## src/rtl/apb_bridge_fsm.sv

```systemverilog
// ----------------------------------------------------------------------------
// apb_bridge_fsm
//
// Purpose:
//    AHB-to-APB bridge controller. It accepts AHB NONSEQ/SEQ transfers that
//    fall inside the APB window 0x8000_0000-0x8BFF_FFFF. For each one it runs
//    an APB setup/access pair on one of SLAVES slave selects. It also holds
//    the AHB side in wait states until the APB access completes.
//
// Compile-time option:
//    BRIDGE_ERR_RESP_EN - when defined, an active transfer whose address is
//                         outside the APB window gets a two-cycle AHB ERROR
//                         response (ERR1, ERR2). When undefined, such a
//                         transfer is ignored.
//
// Ports:
//    clock      in   system clock; all state changes on its rising edge
//    Hresetn    in   asynchronous active-low reset
//    Htrans     in   AHB transfer type (IDLE/BUSY/NONSEQ/SEQ)
//    Hreadyin   in   AHB ready from the bus (address phase qualifier)
//    Hwrite     in   AHB direction, 1 = write
//    Haddr      in   AHB address
//    Hwdata     in   AHB write data (data phase)
//    Prdata     in   APB read data from the selected slave
//    Hreadyout  out  AHB ready back to the master (0 = wait state)
//    Hresp      out  AHB response (00 OKAY, 01 ERROR)
//    Hrdata     out  AHB read data; passes Prdata through during RENABLE only
//    Paddr      out  APB address (address of the last accepted transfer)
//    Pwdata     out  APB write data
//    Pwrite     out  APB direction
//    Penable    out  APB access-phase strobe
//    Pselx      out  APB one-hot slave selects
// ----------------------------------------------------------------------------
module apb_bridge_fsm #(
   parameter int WIDTH  = 32,
   parameter int SLAVES = 3
) (
   input  logic              clock,
   input  logic              Hresetn,
   input  logic [1:0]        Htrans,
   input  logic              Hreadyin,
   input  logic              Hwrite,
   input  logic [WIDTH-1:0]  Haddr,
   input  logic [WIDTH-1:0]  Hwdata,
   input  logic [WIDTH-1:0]  Prdata,
   output logic              Hreadyout,
   output logic [1:0]        Hresp,
   output logic [WIDTH-1:0]  Hrdata,
   output logic [WIDTH-1:0]  Paddr,
   output logic [WIDTH-1:0]  Pwdata,
   output logic              Pwrite,
   output logic              Penable,
   output logic [SLAVES-1:0] Pselx
);

   // state    | meaning
   // ---------+-------------------------------------------------------------
   // IDLE     | no APB activity; ready to accept an AHB transfer
   // READ     | APB read setup phase (Psel up, Penable low); AHB stalled
   // RENABLE  | APB read access phase; Prdata returned; may accept next
   // WWAIT    | write address accepted; waits for AHB data phase (Hwdata)
   // WRITE    | APB write setup phase; AHB stalled
   // WENABLE  | APB write access phase; may accept next transfer
   // ERR1     | first ERROR response cycle (Hreadyout low)
   // ERR2     | second ERROR response cycle (Hreadyout high)

`ifdef BRIDGE_ERR_RESP_EN
   typedef enum logic [2:0] {
      ST_IDLE    = 3'd0,
      ST_READ    = 3'd1,
      ST_RENABLE = 3'd2,
      ST_WWAIT   = 3'd3,
      ST_WRITE   = 3'd4,
      ST_WENABLE = 3'd5,
      ST_ERR1    = 3'd6,
      ST_ERR2    = 3'd7
   } state_t;
`else
   typedef enum logic [2:0] {
      ST_IDLE    = 3'd0,
      ST_READ    = 3'd1,
      ST_RENABLE = 3'd2,
      ST_WWAIT   = 3'd3,
      ST_WRITE   = 3'd4,
      ST_WENABLE = 3'd5
   } state_t;
`endif

   localparam logic [WIDTH-1:0] MAP_LO = WIDTH'(32'h8000_0000);
   localparam logic [WIDTH-1:0] MAP_HI = WIDTH'(32'h8BFF_FFFF);

   state_t            state;
   state_t            state_nxt;

   logic [WIDTH-1:0]  addr_q;
   logic [WIDTH-1:0]  pwdata_q;
   logic [SLAVES-1:0] sel_q;
   logic              write_q;

   logic              htrans_act;
   logic              in_map;
   logic              valid;
   logic              accept_state;
   logic              take;
   logic [SLAVES-1:0] sel_dec;

   // An active AHB address phase: NONSEQ or SEQ while the bus is ready.
   assign htrans_act   = Hreadyin & Htrans[1];
   assign in_map       = (Haddr >= MAP_LO) && (Haddr <= MAP_HI);
   assign valid        = htrans_act & in_map;

   // New transfers are only taken where Hreadyout is high and the APB side is
   // free or finishing its access phase, giving back-to-back transfers.
   assign accept_state = (state == ST_IDLE) || (state == ST_RENABLE) ||
                         (state == ST_WENABLE);
   assign take         = accept_state & valid;

   always_comb begin
      sel_dec = '0;
      case (Haddr[27:26])
         2'b00:   sel_dec = SLAVES'(1);
         2'b01:   sel_dec = SLAVES'(2);
         2'b10:   sel_dec = SLAVES'(4);
         default: sel_dec = '0;
      endcase
   end

   always_ff @(posedge clock or negedge Hresetn) begin
      if (!Hresetn) begin
         state <= ST_IDLE;
      end else begin
         state <= state_nxt;
      end
   end

   always_ff @(posedge clock or negedge Hresetn) begin
      if (!Hresetn) begin
         addr_q  <= '0;
         sel_q   <= '0;
         write_q <= 1'b0;
      end else if (take) begin
         addr_q  <= Haddr;
         sel_q   <= sel_dec;
         write_q <= Hwrite;
      end
   end

   // Hwdata belongs to the AHB data phase, which is the WWAIT cycle.
   always_ff @(posedge clock or negedge Hresetn) begin
      if (!Hresetn) begin
         pwdata_q <= '0;
      end else if (state == ST_WWAIT) begin
         pwdata_q <= Hwdata;
      end
   end

   always_comb begin
      state_nxt = state;
      Pselx     = '0;
      Penable   = 1'b0;
      Pwrite    = 1'b0;
      Hreadyout = 1'b1;
      Hresp     = 2'b00;
      Hrdata    = '0;

      case (state)
         ST_IDLE, ST_RENABLE, ST_WENABLE: begin
            if (valid) begin
               state_nxt = Hwrite ? ST_WWAIT : ST_READ;
            end
`ifdef BRIDGE_ERR_RESP_EN
            else if (htrans_act) begin
               state_nxt = ST_ERR1;
            end
`endif
            else begin
               state_nxt = ST_IDLE;
            end

            if (state == ST_RENABLE) begin
               Pselx   = sel_q;
               Penable = 1'b1;
               Hrdata  = Prdata;
            end else if (state == ST_WENABLE) begin
               Pselx   = sel_q;
               Penable = 1'b1;
               Pwrite  = write_q;
            end
         end

         ST_READ: begin
            state_nxt = ST_RENABLE;
            Pselx     = sel_q;
            Hreadyout = 1'b0;
         end

         ST_WWAIT: begin
            state_nxt = ST_WRITE;
            Hreadyout = 1'b0;
         end

         ST_WRITE: begin
            state_nxt = ST_WENABLE;
            Pselx     = sel_q;
            Pwrite    = write_q;
            Hreadyout = 1'b0;
         end

`ifdef BRIDGE_ERR_RESP_EN
         ST_ERR1: begin
            state_nxt = ST_ERR2;
            Hreadyout = 1'b0;
            Hresp     = 2'b01;
         end

         ST_ERR2: begin
            state_nxt = ST_IDLE;
            Hresp     = 2'b01;
         end
`endif

         default: begin
            state_nxt = ST_IDLE;
         end
      endcase
   end

   assign Paddr  = addr_q;
   assign Pwdata = pwdata_q;

endmodule

```

## config.mk

```make
export PLATFORM = sky130hd
export DESIGN_NAME = apb_bridge_fsm
export DESIGN_NICKNAME = d
export VERILOG_FILES = /design/src/rtl/apb_bridge_fsm.sv
export SDC_FILE = /design/constraint.sdc
export NUM_CORES = 1
export LEC_CHECK = 0
export CAP_MARGIN = 0
export CORE_MARGIN = 10
export CORE_UTILIZATION = 35
export DETAILED_ROUTE_END_ITERATION = 8
export DONT_BUFFER_PORTS = 1
export PLACE_DENSITY_LB_ADDON = 0.08
export SKIP_CTS_REPAIR_TIMING = 1
export SYNTH_ARGS = -nofsm -noshare
export SYNTH_HDL_FRONTEND = slang
export SYNTH_SLANG_ARGS = --single-unit
```

## constraint.sdc

```tcl
create_clock -name clock -period 2.61 [get_ports clock]
set_clock_uncertainty 0.2 [all_clocks]
set_input_delay 0.783 -clock clock [delete_from_list [all_inputs] [get_ports clock]]
set_output_delay 0.783 -clock clock [all_outputs]
set_load 0.02 [all_outputs]
```

# Word-level counts from Yosys, hierarchy flattened
# Index checks and enable logic that the tools add are counted.
dict set report totals {
  in_bits 102
  wordCells 41
  regBits 71
}
dict set report op_classes {
  muxes 16
  n_bitwise 3
  n_reduce_logical 8
  eq_ne 7
  order_cmp 2
}
# op count
set op_table {}
lappend op_table {{two-way mux 32 bit} 2}
lappend op_table {{>= comparator 32 bit, second input constant} 1}
lappend op_table {{less-or-equal comparator 32 bit, second input constant} 1}
lappend op_table {{one-hot mux 3 bit (4 select lines)} 1}
lappend op_table {{one-hot mux 3 bit (3 select lines)} 1}
lappend op_table {{equality test 3 x 2 -> 1 bit, second input constant} 2}
lappend op_table {{equality test 3 bit, second input constant} 2}
lappend op_table {{two-way mux 1 bit} 6}
lappend op_table {{two-way mux 3 bit} 2}
lappend op_table {{one-hot mux 3 bit (2 select lines)} 1}
lappend op_table {{OR reduction 3 bit} 2}
lappend op_table {{two-way mux 2 bit} 2}
lappend op_table {{AND 1 bit} 3}
lappend op_table {{equality test 3 x 1 -> 1 bit, second input constant} 1}
lappend op_table {{logical NOT 3 bit} 1}
lappend op_table {{equality test 2 x 1 -> 1 bit, second input constant} 1}
lappend op_table {{equality test 2 bit, second input constant} 1}
lappend op_table {{logical NOT 2 bit} 1}
lappend op_table {{logical OR 1 bit} 2}
lappend op_table {{one-hot mux 1 bit (2 select lines)} 1}
lappend op_table {{OR reduction 2 bit} 1}
lappend op_table {{logical AND 1 bit} 1}

# Logic depth before layout (Yosys ltp)
# Gate-level depths: netlist of run 1.
dict set report logic_depth {
  word_depth 5
  mapped_depth 5
  mapped_depth_nobuf 3
}

# Worst setup path after synthesis of run 1
# No wires, ideal clock.
dict set report synth_timing {
  path_type {register -> output}
  startpoint {register state[0]}
  endpoint {output port Hrdata[0]}
  path_stages_with_launch 5
  required_time_ns 1.627
  setup_slack_ns 0.286
  path_buffers 2
  arrival_time_ns 1.341
  cell_sequence {dfrtp_1 -> buf_2 -> nor3b_1 -> clkbuf_1 -> and2_1}
}
dict set report synth_via {
  elab_chain_cells 3
}
# item line_no
set synth_rtl {}
lappend synth_rtl {{start, declared} 92} ;# state_t state;
lappend synth_rtl {{start signal, assigned} 132} ;# state <= state_nxt;
lappend synth_rtl {{equality test 3 x 2 -> 1 bit (tied with other cells)} {166, 180}}
lappend synth_rtl {{OR reduction 3 bit or two-way mux 32 bit (tied branches)} {166, 180}}
lappend synth_rtl {{two-way mux 32 bit (*)} 166} ;# case (state)
lappend synth_rtl {{end, declared} 48} ;# output logic [WIDTH-1:0] Hrdata,
# Mark *: on every way between the ends. The rest lies on a longest branch, timed or not.

# Final worst setup path of run 1
dict set report layout_timing {
  startpoint {register state[1]}
  endpoint {output port Penable}
}
dict set report layout_via {
  elab_chain_cells 4
}
# item line_no
set layout_rtl {}
lappend layout_rtl {{equality test 3 bit} {166, 184}}
lappend layout_rtl {{two-way mux 1 bit} 184} ;# end else if (state == ST_WENABLE) begin
lappend layout_rtl {{two-way mux 1 bit} 180} ;# if (state == ST_RENABLE) begin
lappend layout_rtl {{two-way mux 1 bit (*)} 166}
lappend layout_rtl {{end, declared} 52} ;# output logic Penable,
# Marks and branches as above.

==> run_results.csv, run 1 <==
group,metric,value,unit
synthesis,ys_seq_area_share,58.97,%
placement,dp_cells,312,
route,via_per_inst,5.100,
route,route.final.wire_length,7.966,mm
grt,grtUsageTotal,12.10,%
grt,grt_remaining_overflow,0,
synthesis,synth_edf_count,0,
floorplan,core,0.008299,sq mm
route,wl_per_cell,24.21,um
power,power_leakage,1.549,nW
clock_network,cts_made_buffers,9,
power,ir_drop,0.3077,mV
synthesis,ys.flop_type,"dfrtp_1",
timing,slew_violations,0,
outcome,violations,"hold timing",
synthesis,async_flop_share,100.0,%
route,dr_wl_met3,1.089,mm
placement,gp_congestion,0.6680,
route,drt-pass1-iter-count,4,
synthesis,synth_compound_area_share,3.945,%
synthesis,ys_top_cells_by_area,"dfrtp_1 (59%), mux2_2 (21%), and2_1 (7.9%)",
timing,layout_min_cycle_time,2.495,ns
timing,period_share,95.58,%
route,wl_met2,4.174,mm
worst_setup_path,critPathBufInv,1,
floorplan,ioPinCount,206,
timing,maxSlewHeadroom,33.41,%
cells_and_area,nNetsFinal,321,
grt,grt_pass1_vias,1999,
clock_network,clock-sinks,71,
timing,worstMarginPinSlew,0.9941,ns
synthesis,synthSimpleGateAreaFrac,10.92,%
power,power_density,780.1,mW/mm^2
grt,antenna_found_initial,0,
synthesis,synth_xor_area_share,0.2907,%
floorplan,rows,33,
clock_network,clkLatencyLatePin,0.33,ns
route,detailroute.via_count,1678,
clock_network,clock-root-buffer,"clkbuf_8",
synthesis,synthMuxAreaShare,22.43,%
synthesis,syn_area,0.003013,sq mm
worst_setup_path,start_kind,"flop",
synthesis,synth_top_cell_by_area,"dfrtp_1",
cells_and_area,synthToLayoutAreaGrowth,12.71,%
timing,fmax,400.8,MHz
outcome,status,"complete, but fails checks",
worst_setup_path,crit_family,"simple AND/OR/NAND/NOR gates",
floorplan,fp.dieH,112.8,um
placement,hpwlAfterDp,6.309,mm
clock_network,clkTransAtPathRegs,0.08,ns
cells_and_area,drive_gt1_share,52.23,%
floorplan,die_area,0.01272,sq mm
worst_setup_path,crit_slowest_cell,"dfrtp_1",
grt,grt_max_degree,72,
cells_and_area,stdcell_count,329,
route,maxUsedRoutingLayer,"met4",
synthesis,synth_seq_cells,71,
timing,rsz0062_at_grt,"false",
run,maxCapViolCount,0,
clock_network,tritoncts,"built",
clock_network,clock_path_buffers,2,
timing,hold_slack,-0.06897,ns
route,wl_met1,2.609,mm
cells_and_area,diodes,0,
worst_setup_path,crit_fanout,33,
route,ant_nets,0,
worst_hold_path,hold_path.class,"in -> async",
synthesis,synth_top_family_by_area,"multiplexers",
synthesis,synthCells,216,
worst_setup_path,worstSetupPathType,"reg -> out",
placement,io_buffers,0,
worst_setup_path,cp-end-kind,"primary output",
timing,hold_violations,71,
clock_network,cts_htree_levels,3,
grt,grt_pass1_wl,12.06,mm
worst_setup_path,required,1.63,ns
worst_setup_path,cp.arrival,1.51,ns
synthesis,synth-adder-area-share,0,%
synthesis,synth_area_per_cell,13.95,sq um
cells_and_area,final_util,40.92,%
synthesis,ys_warn_count,0,
floorplan,chipWidth,112.8,um
worst_setup_path,max_stage_delay,0.45,ns
synthesis,synth_top_area_share,58.97,%
route,drc,0,
synthesis,ys_types,32,
route,first_iter_violations,53,
timing,setup_viol,0,
worst_setup_path,cp_cell_sequence,"nor3b_2 -> buf_6 -> or2_2",
timing,tns,0,ns
floorplan,start_util,36.30,%
where the power goes:
part / internal [W] / total, W / switching (W)
Sequential: 0.00121 / 0.00142 / 0.000209
Clock: 0.000644 / 0.00107 / 0.000425
Combinational: 0.0000929 / 0.000159 / 0.0000659
placed cells by master (no fill, tap or decap), drive strengths merged, types with 2 or more instances in the layout:
| cell type | Yosys | routed |
|---|---|---|
| dfrtp | 71 | 71 |
| conb | 1 | 2 |
| buf | 10 | 4 |
| nand3b | 2 | 2 |
| nor2 | 3 | 3 |
| bufinv | 0 | 3 |
| clkbuf | 3 | 10 |
| o21ai | 2 | 2 |
| inv | 4 | 6 |
| mux2 | 60 | 60 |
| o21a | 2 | 2 |
| nand2b | 3 | 3 |
| o211ai | 2 | 2 |
| and2 | 38 | 38 |
| a21oi | 2 | 2 |
cell usage after synthesis (2+ instances only):
library cell  number
dfrtp_1           71
mux2_2            57
and2_1            38
buf_2              5
inv_1              4
buf_6              3
clkbuf_1           3
mux2_1             3
nand2b_1           3
a21oi_1            2
buf_4              2
nand3b_1           2
nor2_1             2
o21a_1             2
o21ai_0            2
final timing paths:
kind | from | to | slack (ns) | cells past startpoint
max | state[1] | Penable | 0.12 | 3
min | Hresetn | Paddr[12] | -0.07 | 0
max reg2reg | state[2] | Paddr[3] | 0.27 | 3
min reg2reg | sel_q[2] | sel_q[2] | 0.29 | 1
max in group asynchronous | Hresetn | Pwdata[22] | 2.17 | 0
min in group clock | sel_q[2] | sel_q[2] | 0.29 | 1
through the flow:
stage | total power [W] | hold WS [ns] | setup slack (ns) | instance area, sq um
after floorplan | 0.001554 | 0.2481 | 0.2861 | 3017
after global placement | 0.001597 | 0.2684 | 0.2752 | 3090
after detailed placement | 0.001605 | 0.2662 | 0.2104 | 3090
after CTS | 0.002695 | -0.09731 | -0.06875 | 3334
after global routing | 0.002777 | -0.1093 | 0.006114 | 3396
final | 0.002649 | -0.06897 | 0.1153 | 3396
logic make-up (layout without fill, tap and decap cells):
kind of cell | Yosys count | after routing
compound gates | 14 | 14
xor+xnor | 1 | 1
buf+inv | 17 | 24
flops | 71 | 71
mux | 60 | 60
other cells | 1 | 2
simple gates | 52 | 52
registers in the layout (all words and copies together) (netlist names):
register	count
sel_q	3
Pwdata	32
state	3
Paddr	32
write_q	1
routing by layer:
metal  global-route usage, %  vias to the layer above
li1                        -                      732
met3                   7.818                        9
met4                   4.907                        0
met2                   20.58                      100
met5                       0                        -
met1                   11.32                      837
worst register-to-register path, delay by kind of cell, from the launching register on:
kind	cells	cell delay [ns]
flops	1	0.48
mux	1	0.43
simple gates	1	0.31
compound gates	1	0.81
layout make-up:
type	count	area (sq um)
tap	105	131.4
multi-input combinational	129	1194
timing repair buffer	4	33.78
fill	775	4903
clock buffer	10	127.6
inverter	4	15.01
clock inverter	6	116.4
sequential	71	1778
Note: power is estimated with default switching activity, not from simulation.
==> inputs of run 2 (changes only) <==
--- a/config.mk
+++ b/config.mk
@@ -6,7 +6,6 @@
 export NUM_CORES = 1
 export LEC_CHECK = 0
 export CAP_MARGIN = 0
-export CORE_MARGIN = 10
 export CORE_UTILIZATION = 35
 export DETAILED_ROUTE_END_ITERATION = 8
 export DONT_BUFFER_PORTS = 1
==> run_results.csv, run 2 (synthesis gave the netlist of run 1 again) <==
group,metric,value,unit
outcome,status,"complete, but fails checks",
outcome,violations,"hold timing",
worst_setup_path,cp.arrival,1.54,ns
cells_and_area,multi_input_area,0.001177,sq mm
power,power_leakage,1.522,nW
worst_setup_path,reg2reg_from,"state[2]",
worst_setup_path,start_kind,"flop",
placement,place_ws,0.1846,ns
worst_setup_path,worstSetupPathType,"reg -> out",
clock_network,clock-sinks,71,
timing,layout_min_cycle_time,2.520,ns
clock_network,clkTransAtPathRegs,0.08,ns
clock_network,cts_made_buffers,9,
power,power,0.002496,W
cells_and_area,diodes,0,
power,power_density,746.2,mW/mm^2
grt,grt_pass1_vias,1652,
grt,grt_max_degree,72,
worst_setup_path,critPathBufInv,1,
timing,rsz0062_at_grt,"false",
worst_setup_path,crit_slowest_cell,"dfrtp_1",
cells_and_area,final_common_cell,"dfrtp_1",
cells_and_area,stdcell_count,328,
floorplan,rows,33,
cells_and_area,drive_gt1_share,46.64,%
cells_and_area,n_fill_cell,766,
clock_network,clkLatencyLatePin,0.34,ns
worst_setup_path,crit_fanout,33,
clock_network,clock_path_buffers,2,
floorplan,chipWidth,94.78,um
timing,hold_violations,71,
cells_and_area,synthToLayoutAreaGrowth,11.01,%
worst_setup_path,rrSetupSlack,0.32,ns
grt,grt_pass1_wl,9.080,mm
worst_setup_path,crit_family,"simple AND/OR/NAND/NOR gates",
cells_and_area,nNetsFinal,320,
timing,maxSlewHeadroom,35.49,%
placement,gp_congestion,0.6924,
route,detailroute.via_count,1648,
timing,setup_viol,0,
placement,io_buffers,0,
grt,grtUsageTotal,13.77,%
route,first_iter_violations,71,
route,via_per_inst,5.024,
floorplan,ioPinCount,206,
worst_setup_path,rr_worst_depth,3,
timing,worstMarginPinSlew,0.9630,ns
worst_setup_path,max_stage_delay,0.48,ns
grt,grt_remaining_overflow,0,
cells_and_area,final_cell_mix,"dfrtp_1 (70), mux2_2 (57), and2_2 (22)",
worst_setup_path,cp-end-kind,"primary output",
route,wl_per_cell,19.10,um
timing,hold_slack,-0.07043,ns
timing,slew_violations,0,
route,route.final.wire_length,6.265,mm
run,maxCapViolCount,0,
worst_setup_path,cp_cell_sequence,"nor3b_2 -> buf_6 -> and2_1",
cells_and_area,final_area,0.003344,sq mm
route,ant_nets,0,
clock_network,clock-root-buffer,"clkbuf_8",
placement,dp_cells,312,
timing,fmax,396.8,MHz
cells_and_area,seqCellArea,0.001778,sq mm
timing,period_share,96.55,%
placement,post_dp_cell_area,0.003090,sq mm
placement,hpwlAfterDp,4.684,mm
worst_setup_path,required,1.63,ns
clock_network,cts_htree_levels,3,
timing,postLayoutSetupSlackWorst,0.08995,ns
floorplan,core,0.008258,sq mm
worst_hold_path,hold_path.class,"in -> async",
grt,antenna_found_initial,0,
route,drc,0,
clock_network,tritoncts,"built",
floorplan,die_area,0.008983,sq mm
floorplan,start_util,36.48,%
power,ir_drop,0.3727,mV
floorplan,fp.dieH,94.78,um
worst_setup_path,r2r-end,"Paddr[19]",
route,drt-pass1-iter-count,4,
[run 2: cell count changes in the layout (fill, tap and decap cells not counted), sizes merged]
| cell | before | now |
|---|---|---|
| inv | 6 | 5 |
| clkinvlp | 0 | 1 |
| buf | 4 | 3 |
| bufinv | 3 | 1 |
| clkbuf | 10 | 12 |
[run 2: worst max-delay path by stage]
stage	endpoint	start	slack [ns]	depth (start not counted)
after floorplan	Hrdata[0]	state[0]	0.29	4
after global placement	Paddr[22]	Haddr[27]	0.26	3
after detailed placement	Paddr[22]	Haddr[27]	0.18	3
after CTS	Pselx[2]	state[0]	-0.02	3
after global routing	Hrdata[1]	state[2]	0.006	3
final	Hrdata[22]	state[2]	0.09	3
[run 2: where the power goes]
group	switching [W]	internal, W	leakage (nW)
Sequential	0.000201	0.00121	0.879
Clock	0.000404	0.000521	0.109
Combinational	0.0000651	0.0000910	0.533
Total	0.000671	0.00182	1.52
[run 2: metal layers]
metal	up-vias	part of all wire, %	wire length, um	GRT usage, %
met2	106	48	3013	20.20
met5	-	0	0	0
met3	7	11	679	7.005
li1	728	-	-	-
met4	0	1.1	72	5.682
met1	807	40	2500	17.02
[run 2: area by class of cell]
type	instances	share of cell area, %
clock buffer	12	4.938
timing repair buffer	3	0.7856
multi-input combinational	129	35.20
tap	105	3.928
inverter	4	0.4489
clock inverter	4	1.534
sequential	71	53.16
[run 2: stage by stage]
step           TNS [ns]  utilization, %
2_1_floorplan         0               -
3_3_place_gp          0           37.42
3_5_place_dp          0           37.42
4_1_cts        -0.04863           40.05
5_1_grt               0           40.50
6_report              0           40.50
